File: src/rtl/vga_timing_ctrl.sv
// VGA raster timing generator: free-running line/frame counters with sync, blanking,
// pixel-request and frame-start decode. The pixel source answers one clock after each request.
module vga_timing_ctrl #(
    parameter logic [9:0] H_SYNC   = 10'd96,
    parameter logic [9:0] H_BACK   = 10'd40,
    parameter logic [9:0] H_LEFT   = 10'd8,
    parameter logic [9:0] H_VALID  = 10'd640,
    parameter logic [9:0] H_RIGHT  = 10'd8,
    parameter logic [9:0] H_FRONT  = 10'd8,
    parameter logic [9:0] H_TOTAL  = 10'd800,
    parameter logic [9:0] V_SYNC   = 10'd2,
    parameter logic [9:0] V_BACK   = 10'd25,
    parameter logic [9:0] V_TOP    = 10'd8,
    parameter logic [9:0] V_VALID  = 10'd480,
    parameter logic [9:0] V_BOTTOM = 10'd8,
    parameter logic [9:0] V_FRONT  = 10'd2,
    parameter logic [9:0] V_TOTAL  = 10'd525
) (
    input  logic        vga_clk,
    input  logic        sys_rst_n,
    input  logic [15:0] pix_data,
    output logic [9:0]  pix_x,
    output logic [9:0]  pix_y,
    output logic        hsync,
    output logic        vsync,
    output logic        rgb_valid,
    output logic [15:0] rgb,
    output logic        frame_start
);

    localparam logic [9:0] H_START = H_SYNC + H_BACK + H_LEFT;
    localparam logic [9:0] V_START = V_SYNC + V_BACK + V_TOP;
    localparam logic [9:0] H_END   = H_START + H_VALID;
    localparam logic [9:0] V_END   = V_START + V_VALID;
    localparam logic [9:0] H_SUM   = H_SYNC + H_BACK + H_LEFT + H_VALID + H_RIGHT + H_FRONT;
    localparam logic [9:0] V_SUM   = V_SYNC + V_BACK + V_TOP + V_VALID + V_BOTTOM + V_FRONT;

    // The porch breakdown must add up to the totals the counters wrap on.
    if (H_SUM != H_TOTAL) begin : g_h_total_chk
        $error("vga_timing_ctrl: horizontal segments do not sum to H_TOTAL");
    end
    if (V_SUM != V_TOTAL) begin : g_v_total_chk
        $error("vga_timing_ctrl: vertical segments do not sum to V_TOTAL");
    end

    logic [9:0] cnt_h_q, cnt_h_d;
    logic [9:0] cnt_v_q, cnt_v_d;
    logic       line_end;
    logic       frame_end;
    logic       v_active;
    logic       pix_req;

    always_comb begin
        line_end  = (cnt_h_q == H_TOTAL - 10'd1);
        frame_end = (cnt_v_q == V_TOTAL - 10'd1);
        cnt_h_d   = line_end ? 10'd0 : cnt_h_q + 10'd1;
        cnt_v_d   = cnt_v_q;
        if (line_end) begin
            cnt_v_d = frame_end ? 10'd0 : cnt_v_q + 10'd1;
        end
    end

    always_ff @(posedge vga_clk or negedge sys_rst_n) begin
        if (!sys_rst_n) begin
            cnt_h_q <= 10'd0;
            cnt_v_q <= 10'd0;
        end else begin
            cnt_h_q <= cnt_h_d;
            cnt_v_q <= cnt_v_d;
        end
    end

    // Everything below is pure decode of the counters, so reset takes effect without a clock.
    always_comb begin
        v_active    = (cnt_v_q >= V_START) && (cnt_v_q < V_END);
        hsync       = (cnt_h_q < H_SYNC);
        vsync       = (cnt_v_q < V_SYNC);
        rgb_valid   = v_active && (cnt_h_q >= H_START) && (cnt_h_q < H_END);
        pix_req     = v_active && (cnt_h_q >= H_START - 10'd1) && (cnt_h_q < H_END - 10'd1);
        frame_start = (cnt_h_q == 10'd0) && (cnt_v_q == 10'd0);
        pix_x       = pix_req ? cnt_h_q - (H_START - 10'd1) : 10'h3FF;
        pix_y       = pix_req ? cnt_v_q - V_START : 10'h3FF;
        rgb         = rgb_valid ? pix_data : 16'h0000;
    end

endmodule

File: config.mk
export PLATFORM = sky130hd
export DESIGN_NAME = vga_timing_ctrl
export DESIGN_NICKNAME = d
export VERILOG_FILES = /design/src/rtl/vga_timing_ctrl.sv
export SDC_FILE = /design/constraint.sdc
export NUM_CORES = 1
export LEC_CHECK = 0
export ABC_AREA = 1
export BUFFER_PORTS_ARGS = -buffer_cell sky130_fd_sc_hd__clkbuf_2
export CAP_MARGIN = 0
export CORE_ASPECT_RATIO = 0.6
export CORE_MARGIN = 2
export CORE_UTILIZATION = 45
export DETAILED_ROUTE_END_ITERATION = 8
export GPL_TIMING_DRIVEN = 0
export HOLD_SLACK_MARGIN = 0.05
export PLACE_DENSITY = 0.68
export SLEW_MARGIN = 20
export SYNTH_ARGS = -nofsm -noshare
export SYNTH_HDL_FRONTEND = slang
export SYNTH_SLANG_ARGS = --single-unit
File: constraint.sdc
create_clock -name vga_clk -period 1.75 [get_ports vga_clk]
set_input_delay 0.0875 -clock vga_clk [delete_from_list [all_inputs] [get_ports vga_clk]]
set_output_delay 0.0875 -clock vga_clk [all_outputs]
set_load 0.05 [all_outputs]
# Word level (Yosys, flattened, before mapping)

Cells that the tools add are included.

Flip-flop bits (word level): 20
Memories kept: 0
Bits in read-only memories: 0
Logic and storage cells: 29
Bits in latches: 0
Memory bits (writable): 0

Shift-type cells: 0
Magnitude comparators: 8
Multiply operators: 0
Reduce and logical (&&, ||, !) cells: 8
Mux-type cells: 5
Bitwise operators: 0
Divide/modulo/power cells: 0
Add/subtract/negate cells: 4
Equal/unequal tests: 2

Operators with widths:

| kind                                                         | count |
|---|---|
| 2-to-1 mux 10 bit                                            | 4 |
| less-than comparator 10 bit (second input constant)          | 3 |
| adder 10 x 1 -> 10 bit (second input constant)               | 2 |
| equality test 10 bit (second input constant)                 | 2 |
| >= comparator 10 x 8 -> 1 bit (second input constant)        | 2 |
| logical NOT 10 bit                                           | 2 |
| 2-to-1 mux 16 bit                                            | 1 |
| >= comparator 10 x 6 -> 1 bit (second input constant)        | 1 |
| less-than comparator 10 x 2 -> 1 bit (second input constant) | 1 |
| less-than comparator 10 x 7 -> 1 bit (second input constant) | 1 |
| subtractor 10 x 6 -> 10 bit (second input constant)          | 1 |
| subtractor 10 x 8 -> 10 bit (second input constant)          | 1 |
| logical AND 1 bit                                            | 6 |

# Depth between registers and ports, before layout

Gate-level depths: netlist of run 1.

Word-level depth: 5
Mapped depth: 9

# Worst setup path before layout of run 1

No wires, ideal clock.

Kind: reg-to-output
Start point: register cnt_v_q[0]
End point: output port rgb[10]
Slack: -0.625 ns
Arrival: 2.288 ns
Required time: 1.662 ns
Path buffers: 1
Cell stages (with the launch flop): 8
Path through: dfrtp_1 ha_1 inv_1 nand3_1 o21ai_2 nand2_4 buf_6 nor3_1

Word-level cells in the longest chain between the ends: 5
Elaborated cells between the ends (all ways): 6
Classes of those cells: order compare: 2; mux: 1; reduce/logical: 3

Ends and longest elaborated chain:

| item                                                                                | line | text |
|---|---|---|
| start, declared                                                                     | 47   | `logic [9:0] cnt_v_q, cnt_v_d;` |
| start signal, assigned                                                              | 69   | `cnt_v_q <= cnt_v_d;` |
| >= comparator 10 x 6 -> 1 bit / less-than comparator 10 bit (equally long branches) | 75   | `v_active = (cnt_v_q >= V_START) && (cnt_v_q < V_END);` |
| logical AND 1 bit (*)                                                               | 75   |  |
| logical AND 1 bit (*) (2 in a row)                                                  | 78   | `rgb_valid = v_active && (cnt_h_q >= H_START) && (cnt_h_q < H_END);` |
| 2-to-1 mux 16 bit (*)                                                               | 83   | `rgb = rgb_valid ? pix_data : 16'h0000;` |
| end, declared                                                                       | 27   | `output logic [15:0] rgb,` |

Every way passes the cells marked *; elsewhere a longest branch is shown, timed or not.

# Final worst setup path of run 1

Start point: register cnt_v_q[3]
End point: output port pix_y[9]

Word-level cells in the longest chain between the ends: 5
Elaborated cells between the ends (all ways): 7
Classes of those cells: add/sub: 1; order compare: 2; mux: 1; reduce/logical: 3

Ends and longest elaborated chain:

| item                                                                                | line | text |
|---|---|---|
| >= comparator 10 x 6 -> 1 bit / less-than comparator 10 bit (equally long branches) | 75   |  |
| logical AND 1 bit                                                                   | 75   |  |
| logical AND 1 bit (2 in a row)                                                      | 79   | `pix_req = v_active && (cnt_h_q >= H_START - 10'd1) && (cnt_h_q < H_END - 10'd1);` |
| 2-to-1 mux 10 bit (*)                                                               | 82   | `pix_y = pix_req ? cnt_v_q - V_START : 10'h3FF;` |
| end, declared                                                                       | 23   | `output logic [9:0] pix_y,` |

Marked as above.

==> run_results.csv, run 1 <==
group,metric,value,unit
finish,antenna_cells_inserted,0,
pwr,clkPwrFrac,48.3,%
synthesis,yosys-top-cells-count,"nand2_1, inv_1, nand3_1, nor2_1, dfrtp_1",
critical_path,path_max_fanout,10,
min_path,hold_path.class,"in2async",
clock_network,h-tree-depth,1,
global_route,grt_max_degree,21,
placement,gp_congestion,0.899,
sta,worst_pin_slew,526,ps
floorplanning,die_w,86.7,um
synthesis,yosysWarnings,0,
finish,drive_gt1_share,43.1,%
critical_path,slowest_delay,470,ps
synthesis,synth_edf_count,0,
finish,fin_util,83.8,%
global_route,groute.usage.overall,26.4,%
pwr,powerDensity,309,nW/um^2
synthesis,netlist-cell-type-count,28,
clock_network,root_buffer,"clkbuf_8",
sta,min_period_over_period,114,%
pwr,leakagePower,1.69,nW
floorplanning,core,3810,sq um
finish,syn2layout_area_growth,72.6,%
route,drc_errors,0,
synthesis,synthArstFlopShare,100,%
floorplanning,pin_count,58,
critical_path,crit_chain,"nor2_4, nand2_2, o21ai_2, nand2_4, nor2_4, buf_6, nand2_1, buf_8",
clock_network,numCtsBuffers,3,
synthesis,syn_area,1850,sq um
route,routed-via-count,2288,
critical_path,cpMostUsedCell,"nor2_4",
route,antenna_left,0,
sta,max-slew-margin-rel,64.9,%
outcome,violations,"setup timing",
critical_path,cp-end-kind,"primary output",
global_route,antenna_found_initial,0,
sta,finalHoldViolations,0,
outcome,outcome,"finished with violations",
synthesis,ys_dominant_reg_cell,"dfrtp_1",
finish,fin_nets,394,
synthesis,syn_inst,287,
clock_network,worstSkewPairLatency,270,ps
clock_network,clockBufferDepth,2,
synthesis,yosysTopAreaCellShare,27.1,%
sta,clock_skew,2.06,ps
floorplanning,dieArea,4650,sq um
pwr,worst_ir_drop_vdd,454,uV
placement,preCtsSetupSlack,-171,ps
route,dr.pass1.iters,5,
critical_path,startpoint_type,"register",
critical_path,worstPathArrival,1900,ps
clock_network,cts_sinks,20,
sta,min_period,1990,ps
route,drtIter0Drc,295,
pwr,pwr-share-comb,4.9,%
sta,setup_violations,38,
pwr,intPower,785,uW
global_route,grt_pass1_wl,9410,um
synthesis,synth_nets,309,
sta,slew_violations,0,
pwr,switching_share,20.4,%
pwr,pwr-share-seq,46.8,%
global_route,overflow,0,
synthesis,synth.ff_latch_count,20,
route,via_per_inst,5.47,
sta,grt_setup_unrepaired,"true",
synthesis,synth.area.top_cells,"dfrtp_1, nand2_1, inv_1, xor2_1, nand3_1",
floorplanning,start_util,48.5,%
pwr,power_switching,201,uW
placement,hpwl,3800,um
critical_path,cp_data_required_time,1660,ps
critical_path,crit_type,"reg2out",
synthesis,synth_top_cell_by_area,"dfrtp_1",
synthesis,synth_seq_area_share,27.1,%
floorplanning,die_h,53.6,um
sta,setup_tns,-7760,ps
finish,n_fill_cell,192,
route,routed_wl,6780,um
floorplanning,rows,17,
route,avgRoutedWirePerCell,16.2,um
sta,whs,324,ps
sta,fmax,503,MHz
synthesis,avgSynthCellArea,6.44,sq um
critical_path,slowest_stage,"dfrtp_2",
flow_run,cap_violations,0,
clock_network,tritoncts,"yes",
global_route,grt_pass1_vias,1942,
clock_network,clk_pin_slew,80,ps
synthesis,yosysMostFrequentCell,"nand2_1",
placement,portBuffers,57,
sta,setup_slack,-239,ps
logic make-up (layout without fill, tap and decap cells):
group	Yosys count	count (layout)	synth area share, %
AO/OA/AOI/OAI	16	16	4.81
XOR/XNOR	16	16	7.58
adder cells (fa/ha/maj)	4	4	2.71
buffers and inverters	56	140	13.7
flip-flops	20	20	27.1
AND/OR/NAND/NOR	175	175	44.1
sequential cells by signal, indices dropped and copies added (netlist names):
| register | count |
|---|---|
| cnt_h_q | 10 |
| cnt_v_q | 10 |
final cells by class:
type	instances	area, sq um	share of cell area, %
clock buffer	3	41.3	1.29
timing repair buffer	81	876	27.5
tap	47	58.8	1.84
inverter	47	181	5.69
buffer	8	95.1	2.98
multi-input combinational	211	1390	43.7
sequential	20	514	16.1
clock inverter	1	30.0	0.942
cell usage in the layout (no fill, tap or decap), types with 2 or more instances in the layout:
cell type / synthesis / layout
clkbuf_8: 0 / 6
nand2_1: 88 / 78
dfrtp_1: 20 / 9
inv_1: 44 / 40
nand2_2: 3 / 11
nand4_1: 4 / 4
xor2_1: 15 / 15
nor2_1: 24 / 22
clkbuf_2: 0 / 18
buf_8: 0 / 36
nand3_2: 1 / 2
a21oi_1: 3 / 3
inv_2: 3 / 5
nor3_2: 3 / 3
nor2_2: 3 / 2
nand2_4: 1 / 3
buf_4: 1 / 20
buf_12: 0 / 3
dfrtp_2: 0 / 11
nor3_4: 1 / 16
a21boi_0: 2 / 2
ha_4: 0 / 3
buf_6: 5 / 6
nor2_4: 4 / 7
inv_4: 0 / 2
nand3_1: 26 / 24
o21ai_0: 10 / 9
worst max-delay path: cells and delay by family, from the launching register on:
family / cells / cell delay, ps
AND/OR/NAND/NOR: 5 / 660
flip-flops: 1 / 470
buffers and inverters: 2 / 310
AO/OA/AOI/OAI: 1 / 190
final timing paths:
| check | start | cells after the start | endpoint | slack, ps |
|---|---|---|---|---|
| max | cnt_v_q[3] | 8 | pix_y[9] | -240 |
| min | sys_rst_n | 2 | cnt_v_q[5] | 320 |
| max reg2reg | cnt_v_q[0] | 10 | cnt_v_q[1] | 70 |
| min reg2reg | cnt_h_q[2] | 1 | cnt_h_q[2] | 590 |
| max in group asynchronous | sys_rst_n | 2 | cnt_v_q[0] | 1050 |
| min in group vga_clk | pix_data[12] | 4 | rgb[12] | 510 |
power by group through the flow:
stage	clock [mW]	sequential [mW]	combinational [mW]
after floorplan	0	0.471	0.0106
after global placement	0	0.471	0.0375
after detailed placement	0	0.471	0.0385
after CTS	0.480	0.461	0.0419
after global routing	0.498	0.462	0.0535
final	0.476	0.461	0.0484
through the flow:
step | power, mW | area (sq um) | instances
CTS | 0.983 | 2960 | 409
global placement | 0.508 | 2300 | 391
finish | 0.986 | 3190 | 418
floorplan | 0.482 | 1950 | 287
global route | 1.01 | 3190 | 418
detailed placement | 0.509 | 2300 | 391
metal layers:
layer	GRT usage [%]	share of wire (%)	vias up
li1	-	-	1061
met1	37.2	40	1046
met2	43.1	46	156
met3	5.67	12	25
met4	3.65	2.0	0
met5	0	0	-
what timing repair did:
action / in CTS / in global routing
hold buffers: 1 / 0
endpoints found under the setup margin: 46 / 44
pin swaps: 6 / 3
cloned: 0 / 0
hold endpoints to repair: 20 / 0
setup buffers: 13 / 10
resized for setup: 117 / 58
Note: power is estimated with default switching activity, not from simulation.
==> inputs of run 2 (changes only) <==
--- a/config.mk
+++ b/config.mk
@@ -6,15 +6,18 @@
 export NUM_CORES = 1
 export LEC_CHECK = 0
 export ABC_AREA = 1
-export BUFFER_PORTS_ARGS = -buffer_cell sky130_fd_sc_hd__clkbuf_2
+export BUFFER_PORTS_ARGS = -buffer_cell sky130_fd_sc_hd__buf_2
 export CAP_MARGIN = 0
+export CELL_PAD_IN_SITES_DETAIL_PLACEMENT = 1
+export CELL_PAD_IN_SITES_GLOBAL_PLACEMENT = 2
 export CORE_ASPECT_RATIO = 0.6
 export CORE_MARGIN = 2
-export CORE_UTILIZATION = 45
+export CORE_UTILIZATION = 26
 export DETAILED_ROUTE_END_ITERATION = 8
 export GPL_TIMING_DRIVEN = 0
 export HOLD_SLACK_MARGIN = 0.05
-export PLACE_DENSITY = 0.68
+export MAX_ROUTING_LAYER = met4
+export PLACE_DENSITY = 0.75
 export SLEW_MARGIN = 20
 export SYNTH_ARGS = -nofsm -noshare
 export SYNTH_HDL_FRONTEND = slang
==> run 2 against run 1 <==
  * The run still ends with setup timing left
  * Global-route usage is 7.9 points lower
  * Worst hold slack better by 0.58 ps
  * Maximum frequency is 2.5% lower
  * Die area is 68% higher
  * Clock power is 13% higher
  * Critical path depth is 1 higher
  * Clock skew is 3.6 ps higher
  * Non-clock buffer count is 4 higher
  * Critical path type unchanged
  * Critical endpoint unchanged
==> run_results.csv, run 2 (same netlist as run 1, synthesis figures left out) <==
group,metric,value,unit
global_route,antenna_found_initial,0,
sta,grt_setup_unrepaired,"true",
finish,drive_gt1_share,49.3,%
global_route,groute.usage.overall,18.5,%
global_route,grt_max_degree,21,
route,routed_wl,7340,um
placement,portBuffers,57,
route,dr.max_layer_used,"met4",
global_route,grt_pass1_wl,11300,um
route,wl_met2,3190,um
sta,worst_pin_slew,496,ps
outcome,violations,"setup timing",
finish,final_area,3330,sq um
sta,setup_violations,38,
clock_network,tritoncts,"yes",
route,via_per_inst,4.69,
floorplanning,core,6760,sq um
clock_network,worstSkewPairLatency,260,ps
critical_path,cp-end-kind,"primary output",
sta,fmax,490,MHz
global_route,overflow,0,
pwr,switching_share,21.2,%
clock_network,h-tree-depth,1,
finish,antenna_cells_inserted,0,
flow_run,cap_violations,0,
pwr,pwr-share-seq,43.9,%
sta,clock_skew,5.69,ps
pwr,intPower,829,uW
critical_path,worstPathArrival,1950,ps
placement,gp_congestion,0.833,
pwr,power_switching,223,uW
pwr,powerDensity,315,nW/um^2
route,wl_met3,354,um
finish,fin_nets,398,
critical_path,cp_data_required_time,1660,ps
min_path,hold_path.class,"in2async",
pwr,worst_ir_drop_vdd,252,uV
sta,slew_violations,0,
outcome,outcome,"finished with violations",
sta,finalHoldViolations,0,
route,avgRoutedWirePerCell,15.9,um
sta,setup_slack,-291,ps
clock_network,cts_sinks,20,
pwr,leakagePower,1.81,nW
route,dr.pass1.iters,4,
clock_network,numCtsBuffers,3,
floorplanning,pin_count,58,
sta,max-slew-margin-rel,66.9,%
placement,place_area,2350,sq um
critical_path,path_max_fanout,5,
floorplanning,rows,23,
finish,top_regs,"cnt_h_q: 10 flops, cnt_v_q: 10 flops",
global_route,grt_pass1_vias,2167,
clock_network,clk_pin_slew,60,ps
finish,syn2layout_area_growth,80.4,%
finish,layout_common_cells,"nand2_1, inv_1, buf_6, nand3_1, nor2_1",
floorplanning,die_w,113,um
finish,mostFrequentLayoutCell,"nand2_1",
sta,min_period,2040,ps
floorplanning,dieArea,7820,sq um
pwr,clkPwrFrac,51.3,%
finish,fin_util,49.3,%
route,wl_met1,3760,um
placement,hpwl,4870,um
critical_path,crit_type,"reg2out",
critical_path,rrSetupSlack,120,ps
route,routed-via-count,2165,
route,drtIter0Drc,98,
floorplanning,die_h,69.3,um
clock_network,clockBufferDepth,2,
clock_network,root_buffer,"clkbuf_16",
pwr,pwr-share-comb,4.8,%
floorplanning,start_util,27.3,%
sta,min_period_over_period,117,%
route,drc_errors,0,
critical_path,startpoint_type,"register",
route,antenna_left,0,
run 2: cell count changes in the layout (fill, tap and decap cells not counted), moves of 4 or more:
cell / previous run / this run
nand2_4: 3 / 11
nand2_2: 11 / 21
buf_2: 0 / 18
clkbuf_16: 0 / 4
buf_8: 36 / 8
clkbuf_2: 18 / 0
clkbuf_8: 6 / 1
nand2_1: 78 / 59
buf_6: 6 / 39
run 2: area by class of cell:
type                    count  area, sq um
repair buffers             85          838
multi-input cells         211         1500
well taps                  87          109
inverters                  47          179
plain buffers               8          104
clock buffers               4         88.8
flip-flops and latches     20          513
fillers                   810         3430
run 2: metal layers:
metal	global-route usage, %	vias to the layer above
li1	-	1072
met3	2.80	5
met4	2.03	0
met1	27.7	1029
met2	27.2	59
met5	-	-
run 2: critical path: stages, from the launching register on:
cell and delay [ps]:
dfrtp_2 440, ha_4 180, inv_4 70, nand3_2 80
o21ai_2 180, nand2_4 120, nor2_4 220, buf_6 190
nand2_4 60, buf_8 150
run 2: path summary, 6_finish.rpt:
check | from | cells after the start | endpoint
max | cnt_v_q[0] | 9 | pix_y[9]
min | sys_rst_n | 2 | cnt_h_q[8]
max reg2reg | cnt_h_q[0] | 7 | cnt_v_q[4]
min reg2reg | cnt_h_q[0] | 2 | cnt_h_q[0]
max in group asynchronous | sys_rst_n | 2 | cnt_h_q[0]
min in group vga_clk | pix_data[7] | 4 | rgb[7]
run 2: what timing repair did:
item / CTS / global route
resized for setup: 142 / 48
gates cloned: 1 / 2
endpoints found under the setup margin: 51 / 39
pin swaps: 6 / 8
hold endpoints to repair: 20 / 0
setup buffers: 17 / 8
hold buffers: 1 / 0
run 2: metrics by stage:
step / worst slack [ps] / instances / hold slack, ps / power (mW) / setup TNS (ps)
5_1_grt: -368 / 462 / 387 / 1.10 / -11610
3_3_place_gp: -182 / 431 / 94.6 / 0.511 / -5040
6_report: -291 / 462 / 325 / 1.05 / -8650
4_1_cts: -239 / 453 / 348 / 1.07 / -6740
2_1_floorplan: -188 / 287 / -208 / 0.482 / -1840
3_5_place_dp: -234 / 431 / 89.5 / 0.512 / -6400
run 2: power groups by stage:
stage,Combinational (mW),Clock [mW],Sequential (mW)
after floorplan,0.0106,0,0.471
after global placement,0.0401,0,0.471
after detailed placement,0.0408,0,0.471
after CTS,0.0462,0.563,0.462
after global routing,0.0569,0.581,0.462
final,0.0504,0.539,0.462
==> inputs of run 3 (changes only) <==
--- a/config.mk
+++ b/config.mk
@@ -5,19 +5,19 @@
 export SDC_FILE = /design/constraint.sdc
 export NUM_CORES = 1
 export LEC_CHECK = 0
-export ABC_AREA = 1
+export ABC_AREA = 0
 export BUFFER_PORTS_ARGS = -buffer_cell sky130_fd_sc_hd__buf_2
 export CAP_MARGIN = 0
 export CELL_PAD_IN_SITES_DETAIL_PLACEMENT = 1
 export CELL_PAD_IN_SITES_GLOBAL_PLACEMENT = 2
 export CORE_ASPECT_RATIO = 0.6
 export CORE_MARGIN = 2
-export CORE_UTILIZATION = 26
+export CORE_UTILIZATION = 25
 export DETAILED_ROUTE_END_ITERATION = 8
 export GPL_TIMING_DRIVEN = 0
 export HOLD_SLACK_MARGIN = 0.05
 export MAX_ROUTING_LAYER = met4
-export PLACE_DENSITY = 0.75
+export PLACE_DENSITY = 0.68
 export SLEW_MARGIN = 20
 export SYNTH_ARGS = -nofsm -noshare
 export SYNTH_HDL_FRONTEND = slang
==> run 3 against run 2 <==
  * The run still ends with setup timing left
  * Critical path depth is 1 lower
  * Sequential share of layout area fell by 1.5 points
  * Sequential power about the same
  * Final cell count decreased by 13%
  * Synthesized cell count down 29%
  * Flip-flop and latch count unchanged
  * Worst hold slack better by 23 ps
  * Total power rose by 9.3%
  * Count of clock-buffer cells in the layout is 1 lower
  * Critical endpoint is now pix_y[3]
  * Highest routed layer unchanged
==> run_results.csv, run 3 <==
group,metric,value,unit
outcome,outcome,"finished with violations",
outcome,violations,"setup timing",
global_route,overflow,0,
critical_path,slowest_delay,370,ps
critical_path,worstPathArrival,2080,ps
finish,antenna_cells_inserted,0,
route,drc_errors,0,
placement,hpwl,4310,um
pwr,intPower,932,uW
finish,drive_gt1_share,66.7,%
synthesis,yosysWarnings,0,
synthesis,synth.area.top_cells,"dfrtp_1, nand3_1, xnor2_1, and2_1, buf_2",
critical_path,cp_data_required_time,1660,ps
route,via_per_inst,4.91,
sta,setup_tns,-14410,ps
synthesis,netlist-cell-type-count,40,
synthesis,ys_dominant_reg_cell,"dfrtp_1",
global_route,grt_max_degree,21,
sta,clock_skew,3.71,ps
synthesis,synth_edf_count,0,
synthesis,syn_area,1710,sq um
pwr,leakagePower,1.53,nW
clock_network,h-tree-depth,1,
clock_network,numCtsBuffers,3,
synthesis,yosys-top-cells-count,"nand3_1, and2_1, dfrtp_1, xnor2_1, nand2_1",
critical_path,rrSetupSlack,-80,ps
critical_path,slowest_stage,"dfrtp_1",
critical_path,crit_type,"reg2out",
synthesis,yosysMostFrequentCell,"nand3_1",
pwr,switching_share,19.0,%
synthesis,syn_inst,204,
floorplanning,core,6650,sq um
finish,syn2layout_area_growth,112,%
synthesis,synth_seq_area_share,29.3,%
placement,preCtsSetupSlack,-466,ps
clock_network,clk_pin_slew,60,ps
global_route,grt_pass1_vias,1909,
placement,gp_congestion,0.806,
floorplanning,die_w,111,um
critical_path,crit_family,"buffers and inverters",
finish,top_regs,"cnt_h_q: 10 flops, cnt_v_q: 10 flops",
route,routed_wl,7250,um
clock_network,tritoncts,"yes",
clock_network,cts_sinks,20,
pwr,power_switching,218,uW
critical_path,cp-end-kind,"primary output",
sta,max-slew-margin-rel,64.0,%
route,avgRoutedWirePerCell,18.0,um
floorplanning,die_h,68.1,um
global_route,grt_pass1_wl,10900,um
clock_network,worstSkewPairLatency,260,ps
sta,setup_slack,-415,ps
floorplanning,pin_count,58,
route,drtIter0Drc,70,
synthesis,avgSynthCellArea,8.38,sq um
finish,mostFrequentLayoutCell,"buf_6",
pwr,clkPwrFrac,57.1,%
synthesis,synth.ff_latch_count,20,
sta,worst_pin_slew,540,ps
pwr,worst_ir_drop_vdd,255,uV
synthesis,synth_top_cell_by_area,"dfrtp_1",
critical_path,path_max_fanout,5,
global_route,antenna_found_initial,0,
critical_path,crit_buf_inv,4,
critical_path,cpMostUsedCell,"buf_6",
finish,fin_nets,338,
clock_network,clockBufferDepth,2,
finish,layout_common_cells,"buf_6, buf_4, buf_8, buf_2",
synthesis,synthArstFlopShare,100,%
pwr,powerDensity,317,nW/um^2
floorplanning,start_util,25.7,%
sta,grt_setup_unrepaired,"true",
flow_run,cap_violations,0,
route,dr.pass1.iters,4,
critical_path,crit_chain,"buf_6, nor4_4, a31oi_4, a21oi_4, buf_6, buf_16, nand3_4, buf_6",
sta,min_period_over_period,124,%
min_path,hold_path.class,"in2async",
sta,fmax,462,MHz
route,antenna_left,0,
clock_network,root_buffer,"clkbuf_16",
pwr,pwr-share-seq,40.2,%
sta,slew_violations,0,
global_route,groute.usage.overall,19.4,%
pwr,pwr-share-comb,2.8,%
placement,portBuffers,57,
critical_path,startpoint_type,"register",
sta,finalHoldViolations,0,
synthesis,synth_nets,226,
sta,min_period,2160,ps
synthesis,yosysTopAreaCellShare,29.3,%
sta,setup_violations,49,
floorplanning,rows,23,
floorplanning,dieArea,7540,sq um
route,routed-via-count,1973,
[run 3: cell types whose count changed in the layout (fill, tap and decap cells not counted), moves of 8 or more]
cell / before / now
nand2_1: 59 / 12
xor2_1: 13 / 5
inv_1: 39 / 5
nand3_4: 0 / 15
nor2_4: 9 / 0
buf_8: 8 / 28
buf_4: 21 / 35
nor2_1: 22 / 5
nor3_4: 17 / 5
and2_4: 0 / 16
nand2_2: 21 / 1
xnor2_1: 1 / 11
nand2_4: 11 / 0
nand3_1: 25 / 8
[run 3: power groups by stage]
stage | logic, mW | clock network (mW) | registers [mW]
after floorplan | 0.000310 | 0 | 0.471
after global placement | 0.0295 | 0 | 0.471
after detailed placement | 0.0298 | 0 | 0.471
after CTS | 0.0319 | 0.672 | 0.462
after global routing | 0.0362 | 0.695 | 0.462
final | 0.0318 | 0.656 | 0.462
[run 3: through the flow]
| stage | cell area, sq um | total power [mW] | cells | hold slack [ps] | util, % |
|---|---|---|---|---|---|
| finish | 3630 | 1.15 | 402 | 347 | 54.7 |
| global route | 3630 | 1.19 | 402 | 402 | 54.7 |
| CTS | 3240 | 1.17 | 385 | 369 | 48.7 |
| detailed placement | 2330 | 0.501 | 348 | 107 | 35.0 |
| global placement | 2330 | 0.500 | 348 | 106 | 35.0 |
| floorplan | 1930 | 0.471 | 204 | -208 | - |
[run 3: path summary, 6_finish.rpt]
check / endpoint / cells past startpoint / startpoint
max: pix_y[3] / 8 / cnt_v_q[7]
min: cnt_h_q[7] / 2 / sys_rst_n
max reg2reg: cnt_v_q[6] / 8 / cnt_h_q[5]
min reg2reg: cnt_h_q[0] / 2 / cnt_h_q[0]
max in group asynchronous: cnt_v_q[1] / 2 / sys_rst_n
min in group vga_clk: rgb[8] / 3 / pix_data[8]
[run 3: cells by family after synthesis]
group	Yosys count	synth area share [%]
flops	20	29.3
xor+xnor	20	10.2
compound gates	27	12.4
simple gates	104	35.6
mux	2	1.17
fa+ha+maj	4	2.93
buf+inv	27	8.41
[run 3: worst register-to-register path, cell delays in order (launching register included)]
cell and delay [ps]:
dfrtp_2 440, buf_6 150, nor4b_4 310, buf_4 170, and4_4 230, buf_8 120
buf_12 100, nand3_4 50, xnor2_2 140
[run 3: metal layers]
layer	wire length, um	up-vias	part of all wire (%)	global-route usage, %
li1	-	943	-	-
met1	3520	960	49	27.4
met2	3240	68	45	29.3
met3	459	2	6.3	3.63
met4	31	0	0.43	3.28
met5	0	-	0	-
[run 3: cell type report]
type / instances / area (sq um)
timing repair buffer: 110 / 1130
multi-input combinational: 157 / 1590
fill: 721 / 3010
clock buffer: 3 / 75.1
buffer: 17 / 165
clock inverter: 1 / 30.0
sequential: 20 / 505
inverter: 7 / 26.3
tap: 87 / 109
[run 3: repair_timing]
item | in CTS | in global routing
endpoints found under the setup margin | 49 | 51
resized for setup | 146 | 74
buffers inserted | 30 | 18
pin swaps | 25 | 34
endpoints found under the hold margin | 20 | 0
hold buffers | 1 | 0
cloned | 4 | 1
